File: config.mk
export PLATFORM = sky130hd
export DESIGN_NAME = elink_tx_gearbox_flat
export DESIGN_NICKNAME = d
export VERILOG_FILES = /design/src/rtl/elink_tx_gearbox_if.sv /design/src/rtl/elink_tx_gearbox.sv /design/src/flat_wrapper.sv
export SDC_FILE = /design/constraint.sdc
export NUM_CORES = 1
export LEC_CHECK = 0
export ABC_AREA = 1
export BUFFER_PORTS_ARGS = -buffer_cell sky130_fd_sc_hd__buf_2
export CORE_MARGIN = 8
export CORE_UTILIZATION = 55
export CTS_BUF_LIST = sky130_fd_sc_hd__clkbuf_4 sky130_fd_sc_hd__clkbuf_8
export DETAILED_ROUTE_END_ITERATION = 10
export PLACE_DENSITY = 0.75
export SKIP_CTS_REPAIR_TIMING = 1
export SYNTH_ARGS = -nofsm -noshare
export SYNTH_HDL_FRONTEND = slang
export SYNTH_SLANG_ARGS = --single-unit
export TNS_END_PERCENT = 20
File: constraint.sdc
create_clock -name bitCLK -period 6.1 [get_ports bitCLK]
set_input_delay 0.915 -clock bitCLK [delete_from_list [all_inputs] [get_ports bitCLK]]
set_output_delay 0.915 -clock bitCLK [all_outputs]
set_load 0.02 [all_outputs]
File: src/rtl/elink_tx_gearbox_if.sv
// Word-side handshake between the encoder/FIFO read side and the e-link gearbox.
// Ports: tx_en (link enable), din (10-bit 8b10b word, bit 0 = 'a'),
//        din_valid (din offered), din_ready (gearbox takes din this cycle).
interface elink_tx_gearbox_if;
  logic       tx_en;
  logic [9:0] din;
  logic       din_valid;
  logic       din_ready;

  // Word source (encoder / FIFO read side).
  modport master (
    output tx_en,
    output din,
    output din_valid,
    input  din_ready
  );

  // Gearbox side.
  modport slave (
    input  tx_en,
    input  din,
    input  din_valid,
    output din_ready
  );
endinterface

File: src/rtl/elink_tx_gearbox.sv
// Purpose: 10b-word to ELINK_WIDTH-bit serial gearbox with disparity-aware K28.5 idle fill.
// Latency: a word loaded into an empty buffer at edge k shows its first slice after edge k+1.
// Backpressure: din_ready is combinational and only high on cycles where a word is appended.
//
// Ports:
//   bitCLK      - e-link bit-group clock
//   rst         - asynchronous active-high reset
//   din_if      - slave side of elink_tx_gearbox_if (tx_en, din, din_valid, din_ready)
//   elink_out   - registered serial slice, ELINK_WIDTH bits per cycle
//   idle_active - last loaded word was an idle comma
//   rd_state    - running disparity after the last load (0 = RD-, 1 = RD+)
//   code_err    - sticky: a loaded word had a ones-count outside {4,5,6}
// Optional build macro ELINK_TX_STATS_EN adds:
//   stats_clr   - synchronous clear of both counters (wins over increment)
//   data_cnt    - saturating count of data loads
//   idle_cnt    - saturating count of idle loads
module elink_tx_gearbox #(
  parameter int         ELINK_WIDTH = 2,
  parameter bit         MSB_FIRST   = 1'b0,
  parameter logic [9:0] IDLE_RDN    = 10'h17C,
  parameter logic [9:0] IDLE_RDP    = 10'h283
) (
  input  logic                    bitCLK,
  input  logic                    rst,
  elink_tx_gearbox_if.slave       din_if,
  output logic [ELINK_WIDTH-1:0]  elink_out,
  output logic                    idle_active,
  output logic                    rd_state,
  output logic                    code_err
`ifdef ELINK_TX_STATS_EN
  ,
  input  logic                    stats_clr,
  output logic [15:0]             data_cnt,
  output logic [15:0]             idle_cnt
`endif
);

  localparam int         W  = ELINK_WIDTH;
  localparam logic [4:0] W5 = 5'(ELINK_WIDTH);

  generate
    if (!(W == 1 || W == 2 || W == 4 || W == 8)) begin : g_bad_width
      $error("elink_tx_gearbox: ELINK_WIDTH must be 1, 2, 4 or 8");
    end
  endgenerate

  // Shift buffer: bit 0 is the next bit on the wire. Worst case holds W-1 leftover
  // bits plus a fresh 10-bit word, i.e. 17 bits.
  logic [17:0]  sbuf;
  logic [17:0]  sbuf_sh;
  logic [17:0]  sbuf_nxt;
  logic [4:0]   fill;
  logic [4:0]   fill_n;
  logic [4:0]   fill_nxt;
  logic         emit;
  logic         load;
  logic         take_data;
  logic [9:0]   word;
  logic [3:0]   word_ones;
  logic         word_bad;
  logic [W-1:0] slice_o;

  function automatic logic [3:0] ones10(input logic [9:0] w);
    logic [3:0] n;
    n = 4'd0;
    for (int i = 0; i < 10; i++) begin
      n = n + {3'd0, w[i]};
    end
    return n;
  endfunction

  // Emit first, then top up: loading only once fewer than W bits remain keeps the
  // output gap-free while never letting the buffer exceed 17 bits.
  always_comb begin
    emit      = 1'b0;
    sbuf_sh   = sbuf;
    fill_n    = fill;
    load      = 1'b0;
    take_data = 1'b0;
    word      = IDLE_RDN;
    sbuf_nxt  = sbuf;
    fill_nxt  = fill;

    emit = (fill >= W5);
    if (emit) begin
      sbuf_sh = sbuf >> W;
      fill_n  = fill - W5;
    end

    load      = (fill_n < W5);
    take_data = din_if.tx_en && din_if.din_valid;
    if (take_data) begin
      word = din_if.din;
    end else begin
      // The comma polarity follows the disparity left by the previous word.
      word = rd_state ? IDLE_RDP : IDLE_RDN;
    end

    sbuf_nxt = sbuf_sh;
    fill_nxt = fill_n;
    if (load) begin
      // Bits above fill_n are already zero after the shift, so OR appends cleanly.
      sbuf_nxt = sbuf_sh | ({8'd0, word} << fill_n);
      fill_nxt = fill_n + 5'd10;
    end
  end

  assign word_ones        = ones10(word);
  assign word_bad         = (word_ones < 4'd4) || (word_ones > 4'd6);
  assign din_if.din_ready = din_if.tx_en && load;

  // MSB_FIRST mirrors the whole slice so the first bit on the wire lands on the top pin.
  generate
    for (genvar i = 0; i < W; i++) begin : g_order
      if (MSB_FIRST) begin : g_rev
        assign slice_o[i] = sbuf[W-1-i];
      end else begin : g_fwd
        assign slice_o[i] = sbuf[i];
      end
    end
  endgenerate

  always_ff @(posedge bitCLK or posedge rst) begin
    if (rst) begin
      sbuf        <= '0;
      fill        <= '0;
      elink_out   <= '0;
      idle_active <= 1'b0;
      rd_state    <= 1'b0;
      code_err    <= 1'b0;
    end else begin
      sbuf <= sbuf_nxt;
      fill <= fill_nxt;
      // Only the very first cycle after reset has nothing to emit; hold the pins then.
      if (emit) begin
        elink_out <= slice_o;
      end
      if (load) begin
        // Balanced words keep disparity; 4/6-ones words flip it. Illegal counts
        // also flip so the idle fill still alternates, and flag the error.
        rd_state    <= rd_state ^ (word_ones != 4'd5);
        idle_active <= !take_data;
        if (word_bad) begin
          code_err <= 1'b1;
        end
      end
    end
  end

`ifdef ELINK_TX_STATS_EN
  always_ff @(posedge bitCLK or posedge rst) begin
    if (rst) begin
      data_cnt <= '0;
      idle_cnt <= '0;
    end else if (stats_clr) begin
      data_cnt <= '0;
      idle_cnt <= '0;
    end else if (load) begin
      if (take_data && data_cnt != 16'hFFFF) begin
        data_cnt <= data_cnt + 16'd1;
      end
      if (!take_data && idle_cnt != 16'hFFFF) begin
        idle_cnt <= idle_cnt + 16'd1;
      end
    end
  end
`endif

endmodule

File: src/flat_wrapper.sv
// flat-port wrapper written by rule: the top's interface ports become plain ports
module elink_tx_gearbox_flat 
#(
  parameter int         ELINK_WIDTH = 2,
  parameter bit         MSB_FIRST   = 1'b0,
  parameter logic [9:0] IDLE_RDN    = 10'h17C,
  parameter logic [9:0] IDLE_RDP    = 10'h283
)
  (bitCLK, rst, elink_out, idle_active, rd_state, code_err, din_if_tx_en, din_if_din, din_if_din_valid, din_if_din_ready);
  elink_tx_gearbox_if din_if_i ();
  input  logic bitCLK;
  input  logic rst;
  output logic [ELINK_WIDTH-1:0] elink_out;
  output logic idle_active;
  output logic rd_state;
  output logic code_err;
  input wire logic [$bits(din_if_i.tx_en)-1:0] din_if_tx_en;
  input wire logic [$bits(din_if_i.din)-1:0] din_if_din;
  input wire logic [$bits(din_if_i.din_valid)-1:0] din_if_din_valid;
  output wire logic [$bits(din_if_i.din_ready)-1:0] din_if_din_ready;
  assign din_if_i.tx_en = din_if_tx_en;
  assign din_if_i.din = din_if_din;
  assign din_if_i.din_valid = din_if_din_valid;
  assign din_if_din_ready = din_if_i.din_ready;
  elink_tx_gearbox #(.ELINK_WIDTH(ELINK_WIDTH), .MSB_FIRST(MSB_FIRST), .IDLE_RDN(IDLE_RDN), .IDLE_RDP(IDLE_RDP)) u_core (.bitCLK(bitCLK), .rst(rst), .din_if(din_if_i), .elink_out(elink_out), .idle_active(idle_active), .rd_state(rd_state), .code_err(code_err));
endmodule
## Yosys cells after proc, flatten, opt, wreduce, memory -nomap -nowiden

Index checks and enable logic that the tools add are counted.

| storage, ports and cells | value |
|---|---|
| flip-flop bits (word level) | 28 |
| latch bits | 0 |
| memory bits (writable) | 0 |
| bits in read-only memories | 0 |
| input port bits | 14 |
| output and inout bits | 6 |
| logic and storage cells | 36 |
| memories kept | 0 |

| cells by class | value |
|---|---|
| add/sub/neg operators | 11 |
| multipliers | 0 |
| divide/modulo/power cells | 0 |
| order comparisons | 4 |
| equal/unequal tests | 1 |
| shift-type cells | 1 |
| multiplexer cells | 6 |
| bitwise gates (word level) | 2 |
| reduce and logical (&&, ||, !) cells | 5 |

Operator list:

| operator | count |
|---|---|
| 18-bit two-way mux | 2 |
| 4-bit by 1-bit adder with 4-bit output | 8 |
| 10-bit two-way mux | 2 |
| 18-bit OR | 1 |
| 10-bit by 5-bit left shift with 18-bit output | 1 |
| 5-bit two-way mux | 2 |
| 5-bit by 4-bit adder with 5-bit output, second input constant | 1 |
| 5-bit by 2-bit greater-or-equal comparator with 1-bit output, second input constant | 1 |
| 5-bit by 2-bit < comparator with 1-bit output, second input constant | 1 |
| 5-bit by 2-bit subtractor with 5-bit output, second input constant | 1 |
| 4-bit by 3-bit > comparator with 1-bit output, second input constant | 1 |
| 4-bit by 3-bit < comparator with 1-bit output, second input constant | 1 |
| 4-bit by 3-bit != test with 1-bit output, second input constant | 1 |
| 1-bit by 1-bit adder with 2-bit output | 1 |
| 1-bit logical AND | 2 |
| 2-bit AND reduction | 1 |
| 1-bit zero test | 1 |
| 1-bit logical OR | 1 |
| 1-bit XOR | 1 |

## Longest topological paths before layout

Gate-level depths: netlist (run 1).

| depth | value |
|---|---|
| depth after elaboration | 14 |
| gate-level depth with buffers | 19 |
| gate-level depth less buffers | 19 |

## Worst setup path after synthesis (run 1)

Ideal clock, no wire load.

| path | value |
|---|---|
| path type | in2reg |
| from | input port din_if_tx_en |
| to | register u_core.rd_state |
| library setup time | 0.117 ns |
| arrival time | 4.323 ns |
| data required time | 5.983 ns |
| slack | 1.660 ns |
| stages on the path | 16 |
| buffers on the path | 0 |
| cells stage by stage | nand2_1 -> inv_1 -> nand2_1 -> nand2_1 -> ha_1 -> inv_1 -> fa_1 -> fa_1 -> fa_1 -> fa_1 -> inv_1 -> fa_1 -> nor2_1 -> nand3_1 -> nand3_1 -> nand2_1 |

| between the ends | value |
|---|---|
| word-level cells in the longest chain between the ends | 13 |

RTL lines:

| element | RTL line | text |
|---|---|---|
| start: declaration | flat_wrapper.sv:17 | `input wire logic [$bits(din_if_i.tx_en)-1:0] din_if_tx_en;` |
| 1-bit logical AND * | elink_tx_gearbox.sv:91 | `take_data = din_if.tx_en && din_if.din_valid;` |
| 10-bit two-way mux * | elink_tx_gearbox.sv:92 | `if (take_data) begin` |
| 1-bit by 1-bit adder with 2-bit output | elink_tx_gearbox.sv:67 | `n = n + {3'd0, w[i]};` |
| 4-bit by 1-bit adder with 4-bit output (7 in series) | elink_tx_gearbox.sv:67 |  |
| 4-bit by 1-bit adder with 4-bit output * | elink_tx_gearbox.sv:67 |  |
| 4-bit by 3-bit != test with 1-bit output * | elink_tx_gearbox.sv:141 | `rd_state <= rd_state ^ (word_ones != 4'd5);` |
| 1-bit XOR * | elink_tx_gearbox.sv:141 |  |
| end signal: assignment | elink_tx_gearbox.sv:141 |  |
| end: declaration | elink_tx_gearbox.sv:28 | `output logic rd_state,` |

Mark *: on every way between the ends. The rest lies on a longest branch, timed or not.
A chain may end at the register's enable or synchronous reset.

## Worst setup path after layout (run 1)

Ends and elaborated chain as after synthesis.

==> metrics.txt, run 1 <==
status=finished, final reports clean; fin nets=295; final WL=3676 um; Tmin final=4418 ps; Worst Path Buf+Inv=4; Port Buf Inserts=19; Crit Path Category=in -> reg; worst hold path type=reg -> reg; Initial Utilization=56.92%; yosys warns=0; die area=0.005555 sq mm; Gate Count Post-Synth=246; commonest non-fill, non-tap cells in the layout=85 x nand2_1, 35 x inv_1, 27 x dfrtp_1; initial antenna violation count=0; PwrDens=394.2 mW/mm^2; biggest area consumer among synthesized cells=dfrtp_1; largest net degree at the start of global routing=33; Static Leak=1.145 nW; Post-Syn Area per Cell=7.660 sq um; chip height=74.53 um; Longest Clk Path Bufs=2; Num CTS Buffers=3; most common cell after layout, fill and taps aside=nand2_1; GPL Wtd Cong=0.8494; setup violators final=0; overall power=805.0 uW; most frequent CP cell=fa_1; Post-synth ARST share=100.0%; placed cells=307; Ports=20; total core area=0.003311 sq mm; layout cells sized above 1=14.72%; Cell Area, Synth=0.001884 sq mm; Die Width=74.53 um; clock slew at reported path FFs=160 ps; cell family with most CP delay=adder cells; sum of negative setup slack=0 ps; placed cell area=0.002012 sq mm; Yosys reg bits=27; GRT Overall Usage=14.22%; Startpoint Class=input port; Rows=21; Routed wire per std cell=11.82 um; Distinct cells, synth=26; Max-slew headroom=30.68%; cells along the critical path=buf_2 > nand2_1 > inv_1 > nand2_1 > nand2_1 > ha_1 > inv_1 > fa_1 > fa_1 > fa_1 > fa_1 > inv_1 > fa_1 > nor2_1 > nand3_1 > nand3_1 > nand2_1; Main synth FF type=dfrtp_1; crit share post-route=72.42%; worst vdd ir=0.0006553 V; slowest stage cell, crit path=fa_1; DP HPWL=2848 um; Cell Count, Final, Fillers Out=311; router iterations before antenna repair=4; TritonCTS clock tree=built; Post-synth EDFFs=0; Layout Area Growth over Synthesis=8.367%; Seq/Total Area, Yosys=35.86%; skew final=5.014 ps; Post-route DRC=0; Worst Max-Slew Pin Slew=1039 ps; fin area=0.002042 sq mm; Vias/cell=4.945; Starting DRT DRC Count=40; final hold vios=0; total congestion overflow=0; arrival time worst endpoint=4670 ps; maximum fanout along the worst path=7; Max stage delay on crit path=520 ps; # H-tree levels=1; Synth Net Count=275; f_max=0.2264 GHz; clk sinks=27; DRT antenna net count=0; Slew Limit Fails=0; Vias=1,538; Antenna Cells=0; first-pass GRT wire length=6216 um; Synth area leaders=dfrtp_1 36%, nand2_1 17%, inv_1 7.0%; worst-skew pair later-pin latency=340 ps; Max Cap Viol=0; Critical Path End Type=register; Util after Layout=61.68%; root buffer cell=clkbuf_4; share of the synthesized area in the top cell type=35.86%; CP required=6350 ps; RSZ-0062 raised after global routing=no; number of global-route vias before repair=1,424
cells in the mapped netlist, types with 2 or more instances:
cell type and instances:
nand2_1 85, inv_1 35, dfrtp_1 27, nand3_1 21
nor2_1 15, o21ai_0 10, ha_1 9, fa_1 6
o21ai_1 6, a21oi_1 5, mux2_2 5, nor2_4 4
o21bai_1 3, buf_2 2, mux2i_1 2
final cells by class:
| class | instances | area (sq um) |
|---|---|---|
| clock inverter | 1 | 7.507 |
| sequential | 27 | 675.6 |
| multi-input combinational | 178 | 1044 |
| inverter | 37 | 140.1 |
| fill | 321 | 1269 |
| clock buffer | 3 | 22.52 |
| tap | 46 | 57.56 |
| timing repair buffer | 19 | 95.09 |
per-stage QoR:
step / hold WS [ps] / setup slack [ps]
after floorplan: 451.5 / 1660
final: 495.3 / 1682
after global placement: 452.6 / 1420
after CTS: 497.8 / 1692
after detailed placement: 463.5 / 1304
after global routing: 499.8 / 1435
cells by family after synthesis:
logic type	Yosys count	share of synthesized area, %
xor+xnor	1	0.4649
buf+inv	41	8.764
compound gates	25	7.636
simple gates	129	30.28
flops	27	35.86
fa+ha+maj	15	12.35
mux	8	4.648
per-layer routing:
| metal | GRT usage [%] | wire (um) | share of wire, % | vias to the layer above |
|---|---|---|---|---|
| met5 | 0 | 0 | 0 | - |
| met4 | 4.348 | 57 | 1.6 | 0 |
| met3 | 2.695 | 131 | 3.6 | 7 |
| met2 | 23.43 | 1719 | 47 | 22 |
| met1 | 18.23 | 1767 | 48 | 701 |
| li1 | - | - | - | 808 |
registers in the layout, summed over array words and instances (netlist names):
| name | count |
|---|---|
| u_core.code_err | 1 |
| u_core.elink_out | 2 |
| u_core.fill | 4 |
| u_core.idle_active | 1 |
| u_core.rd_state | 1 |
| u_core.sbuf | 18 |
final timing paths:
path | startpoint | endpoint | slack [ps] | depth (start not counted)
setup / recovery | din_if_tx_en | u_core.rd_state | 1680 | 17
hold / removal | u_core.code_err | u_core.code_err | 500 | 1
setup reg to reg | u_core.rd_state | u_core.rd_state | 2120 | 14
hold reg to reg | u_core.code_err | u_core.code_err | 500 | 1
max in group asynchronous | rst | u_core.sbuf[9] | 4680 | 2
min in group asynchronous | rst | u_core.sbuf[2] | 800 | 2
power by group:
group          leakage [nW]  internal, mW  switching, mW
clock                0.0139        0.0251         0.0589
sequential            0.349         0.197         0.0107
combinational         0.782         0.207          0.306
(Power assumes the default switching activity.)
==> inputs of run 2 (changes only) <==
--- a/config.mk
+++ b/config.mk
@@ -11,7 +11,7 @@
 export CORE_UTILIZATION = 55
 export CTS_BUF_LIST = sky130_fd_sc_hd__clkbuf_4 sky130_fd_sc_hd__clkbuf_8
 export DETAILED_ROUTE_END_ITERATION = 10
-export PLACE_DENSITY = 0.75
+export PLACE_DENSITY = 0.78
 export SKIP_CTS_REPAIR_TIMING = 1
 export SYNTH_ARGS = -nofsm -noshare
 export SYNTH_HDL_FRONTEND = slang
==> constraint.sdc (replaced) <==
create_clock -name bitCLK -period 3.75 [get_ports bitCLK]
set_input_delay 0.5625 -clock bitCLK [delete_from_list [all_inputs] [get_ports bitCLK]]
set_output_delay 0.5625 -clock bitCLK [all_outputs]
set_load 0.02 [all_outputs]
==> run 2 against run 1 <==
  * First-iteration DRC count increased by 75%
  * Design area up 5.0%
  * Via count grew 4.0%
  * Critical path depth is 3 lower
  * Die area unchanged
  * Clock skew grew 0.55 ps
  * Non-clock buffer count increased by 11
  * Sequential power rose by 62%
  * Worst setup slack worse by 1600 ps
  * Clock-buffer cell count stayed put
  * Cell count is 3.5% higher
  * Critical path type is now reg -> reg
  * Largest power group unchanged
  * Highest routed layer unchanged
==> metrics.txt, run 2 (synthesis gave the netlist of run 1 again) <==
status=finished, final reports clean; Layout Area Growth over Synthesis=13.75%; Max-slew headroom=28.43%; CP required=4010 ps; DRT antenna net count=0; internal power of the cells=790.4 uW; Worst Max-Slew Pin Slew=1072 ps; Post-route DRC=0; Max stage delay on crit path=500 ps; switching share of total power=45.46%; combinational group share of total power=67.1%; DP HPWL=3008 um; Net Switching=658.8 uW; total congestion overflow=0; placed cell area=0.002102 sq mm; PwrDens=676.2 mW/mm^2; Vias=1,600; initial antenna violation count=0; fin area=0.002143 sq mm; Port Buf Inserts=19; final WL=3936 um; # H-tree levels=1; Ports=20; # fillers=305; RSZ-0062 raised after global routing=yes; Max Cap Viol=0; most frequent CP cell=fa_1; final hold vios=0; Die Width=74.53 um; first-pass GRT wire length=6824 um; Tmin final=3634 ps; clock slew at reported path FFs=170 ps; router iterations before antenna repair=4; Initial Utilization=56.92%; layout cells sized above 1=20.29%; setup violators final=0; f_max=0.2752 GHz; root buffer cell=clkbuf_4; worst-skew pair later-pin latency=340 ps; Slew Limit Fails=0; worst vdd ir=0.001137 V; sum of negative setup slack=0 ps; most common cell after layout, fill and taps aside=nand2_1; max FFs per register=18; top flop regs=u_core.sbuf x18, u_core.fill x4, u_core.elink_out x2; commonest non-fill, non-tap cells in the layout=83 x nand2_1, 33 x inv_1, 27 x dfrtp_1; Rows=21; overall power=1.449 mW; clock power share=9.7%; Vias/cell=4.969; Biggest register=u_core.sbuf; worst hold path type=in -> async; Worst Path Buf+Inv=2; Critical Path End Type=register; slowest stage cell, crit path=fa_1; Routed wire per std cell=12.22 um; GPL Wtd Cong=0.8553; clk sinks=27; cells along the critical path=nand2_2 > nand2_1 > ha_1 > inv_1 > fa_1 > fa_1 > fa_1 > fa_2 > inv_2 > fa_1 > nor2_1 > nand3_1 > nand3_1 > nand2_1; Antenna Cells=0; skew final=5.563 ps; crit share post-route=96.89%; cell family with most CP delay=adder cells; Util after Layout=64.74%; total core area=0.003311 sq mm; Num CTS Buffers=3; number of global-route vias before repair=1,631; fin nets=306; GRT Overall Usage=15.60%; Crit Path Category=reg -> reg; Static Leak=1.199 nW; arrival time worst endpoint=3900 ps; chip height=74.53 um; largest net degree at the start of global routing=33; Starting DRT DRC Count=70; die area=0.005555 sq mm; Longest Clk Path Bufs=2; TritonCTS clock tree=built; Startpoint Class=register; maximum fanout along the worst path=4; Seq pwr share=23.2%
run 2: cell count changes in the layout (fill, tap and decap cells not counted):
cell | previous run | this run
nand2_1 | 85 | 83
nand2_4 | 1 | 2
inv_2 | 1 | 2
nand2_2 | 1 | 2
a21oi_1 | 5 | 4
fa_2 | 0 | 1
buf_4 | 0 | 11
inv_1 | 35 | 33
inv_4 | 0 | 1
a21oi_2 | 0 | 1
fa_1 | 6 | 5
run 2: path summary, 6_finish.rpt:
| check | start | to | slack, ps | depth (start not counted) |
|---|---|---|---|---|
| max | u_core.rd_state | u_core.rd_state | 120 | 14 |
| min | rst | u_core.fill[3] | 450 | 2 |
| max reg2reg | u_core.rd_state | u_core.rd_state | 120 | 14 |
| min reg2reg | u_core.code_err | u_core.code_err | 510 | 1 |
| max in group asynchronous | rst | u_core.sbuf[12] | 2660 | 2 |
| min in group bitCLK | u_core.code_err | u_core.code_err | 510 | 1 |
run 2: cell type report:
| type | count | area (sq um) | area share [%] |
|---|---|---|---|
| Timing Repair Buffer | 30 | 177.7 | 8.290 |
| Sequential cell | 27 | 675.6 | 31.52 |
| Multi-Input combinational cell | 178 | 1060 | 49.45 |
| Clock buffer | 3 | 22.52 | 1.051 |
| Clock inverter | 1 | 7.507 | 0.3503 |
| Inverter | 37 | 142.6 | 6.655 |
| Tap cell | 46 | 57.56 | 2.685 |
run 2: through the flow:
step | setup slack [ps] | hold WS, ps | cells
5_1_grt | -104.5 | 526.2 | 322
2_1_floorplan | -42.22 | 451.5 | 246
3_5_place_dp | -249.0 | 474.0 | 317
4_1_cts | 54.62 | 499.8 | 321
3_3_place_gp | -199.2 | 459.5 | 317
6_report | 116.5 | 452.6 | 322
run 2: power by group through the flow:
stage               sequential (mW)  clock [mW]  combinational, mW
finish                        0.336       0.141              0.972
global route                  0.340       0.150               1.12
CTS                           0.339       0.139              0.931
detailed placement            0.345           0              0.923
global placement              0.343           0              0.898
floorplan                     0.360           0              0.672
run 2: routing by layer:
layer	share of wire, %	wire length [um]	up-vias	track usage [%]
met4	0.99	39	0	4.565
li1	-	-	825	-
met2	50	1976	41	27.98
met1	44	1746	730	18.42
met5	0	0	-	0
met3	4.4	174	4	2.561
==> inputs of run 3 (changes only) <==
==> constraint.sdc (replaced) <==
create_clock -name bitCLK -period 3.3 [get_ports bitCLK]
set_input_delay 0.495 -clock bitCLK [delete_from_list [all_inputs] [get_ports bitCLK]]
set_output_delay 0.495 -clock bitCLK [all_outputs]
set_load 0.02 [all_outputs]
==> run 3 against run 2 <==
  * Hold slack lost 57 ps
  * Clock power grew 8%
  * The flow now finishes with violations (setup timing)
  * Sequential power grew 14%
==> metrics.txt, run 3 (synthesis gave the netlist of run 1 again) <==
status=finished, violations left; failing checks=setup timing; layout cells sized above 1=24.11%; Routed wire per std cell=12.07 um; Vias=1,594; switching share of total power=45.00%; RSZ-0062 raised after global routing=yes; Static Leak=1.227 nW; worst-skew pair later-pin latency=330 ps; router iterations before antenna repair=5; Vias/cell=4.860; multi-input logic area=0.001085 sq mm; skew final=2.761 ps; combinational group share of total power=69.9%; f_max=0.2621 GHz; worst hold path type=in -> async; first-pass GRT wire length=6713 um; initial antenna violation count=0; final hold vios=0; Max Cap Viol=0; # H-tree levels=1; clk sinks=27; placed cells=324; Seq pwr share=21.6%; Crit Path Category=reg -> reg; CP required=3540 ps; area taken by flip-flops and latches=675.6 sq um; number of global-route vias before repair=1,554; clock slew at reported path FFs=160 ps; # fillers=298; Rows=21; Max stage delay on crit path=530 ps; R2R Setup Slk=-510 ps; DP HPWL=3086 um; worst setup margin=-515.0 ps; reg2reg start=u_core.rd_state; DRT antenna net count=0; Initial Utilization=56.92%; total congestion overflow=0; Antenna Cells=0; Critical R2R Capture=u_core.rd_state; arrival time worst endpoint=4060 ps; slowest stage cell, crit path=fa_1; largest net degree at the start of global routing=33; Ports=20; worst-case hold slack=395.3 ps; total core area=0.003311 sq mm; Tmin final=3815 ps; worst vdd ir=0.001455 V; Num CTS Buffers=3; GPL Wtd Cong=0.8442; maximum fanout along the worst path=4; PwrDens=800.7 mW/mm^2; most frequent CP cell=fa_1; die area=0.005555 sq mm; worst r2r path cells=14; Startpoint Class=register; max FFs per register=18; clock power share=8.6%; Die Width=74.53 um; Slew Limit Fails=0; GRT Overall Usage=15.44%; cells along the critical path=nand2_2 > nand2_2 > ha_4 > inv_1 > fa_1 > fa_1 > fa_1 > fa_2 > inv_2 > fa_2 > nor2_1 > nand3_1 > nand3_1 > nand2_1; top flop regs=u_core.sbuf x18, u_core.fill x4, u_core.elink_out x2; internal power of the cells=974.7 uW; setup violators final=2; Post-route DRC=0; Biggest register=u_core.sbuf; Port Buf Inserts=19; chip height=74.53 um; Critical Path End Type=register; crit share post-route=115.6%; root buffer cell=clkbuf_4; Layout Area Growth over Synthesis=17.46%; Longest Clk Path Bufs=2; most common cell after layout, fill and taps aside=nand2_1; Net Switching=797.5 uW; commonest non-fill, non-tap cells in the layout=80 x nand2_1, 33 x inv_1, 27 x dfrtp_1; fin nets=312; Worst Max-Slew Pin Slew=1049 ps; final WL=3960 um; Starting DRT DRC Count=64; Cell Count, Final, Fillers Out=328; Max-slew headroom=29.98%; TritonCTS clock tree=built
[run 3: changes by cell type in the layout (fill, tap and decap cells not counted), sizes merged]
cell  change
buf       +6
[run 3: metrics by stage]
stage          instance area, sq um  setup WS (ps)  util, %  setup TNS [ps]  total power [mW]
4_1_cts                        2185         -410.6    65.99          -773.7             1.654
2_1_floorplan                  1899         -424.7        -          -806.9             1.172
6_report                       2213         -515.0    66.86          -907.9             1.772
5_1_grt                        2213         -649.2    66.86           -1258             1.967
3_5_place_dp                   2155         -702.8    65.08           -1358             1.492
3_3_place_gp                   2155         -584.1    65.08           -1159             1.443
[run 3: per-layer routing]
layer | track usage (%) | part of all wire [%] | routed length (um)
met1 | 19.74 | 46 | 1838
met2 | 25.94 | 49 | 1956
met3 | 2.156 | 3.1 | 122
met4 | 5.000 | 1.1 | 44
met5 | 0 | 0 | 0
[run 3: power by group through the flow]
stage / registers (mW) / clock network (mW) / logic, mW
floorplan: 0.409 / 0 / 0.763
global placement: 0.386 / 0 / 1.06
detailed placement: 0.389 / 0 / 1.10
CTS: 0.382 / 0.162 / 1.11
global route: 0.387 / 0.171 / 1.41
finish: 0.382 / 0.152 / 1.24
[run 3: worst max-delay path: cells and delay by family, from the launching register on]
kind                       cells  cell delay, ps
and+or+nand+nor                6             540
buffers and inverters          2             110
DFF                            1             420
adders and majority gates      6            2640
[run 3: worst max-delay path by stage]
stage,from,end,slack [ps],cells after the start
floorplan,din_if_tx_en,u_core.rd_state,-420,16
global placement,din_if_tx_en,u_core.code_err,-580,19
detailed placement,din_if_tx_en,u_core.code_err,-700,19
CTS,u_core.rd_state,u_core.code_err,-410,16
global route,u_core.rd_state,u_core.rd_state,-650,14
finish,u_core.rd_state,u_core.rd_state,-510,14
[run 3: cell type report]
cell class / instances / area share (%)
inverter: 37 / 6.444
clock buffer: 3 / 1.018
timing repair buffer: 36 / 10.06
clock inverter: 1 / 0.3392
multi-input combinational: 178 / 49.01
sequential: 27 / 30.53
tap: 46 / 2.600
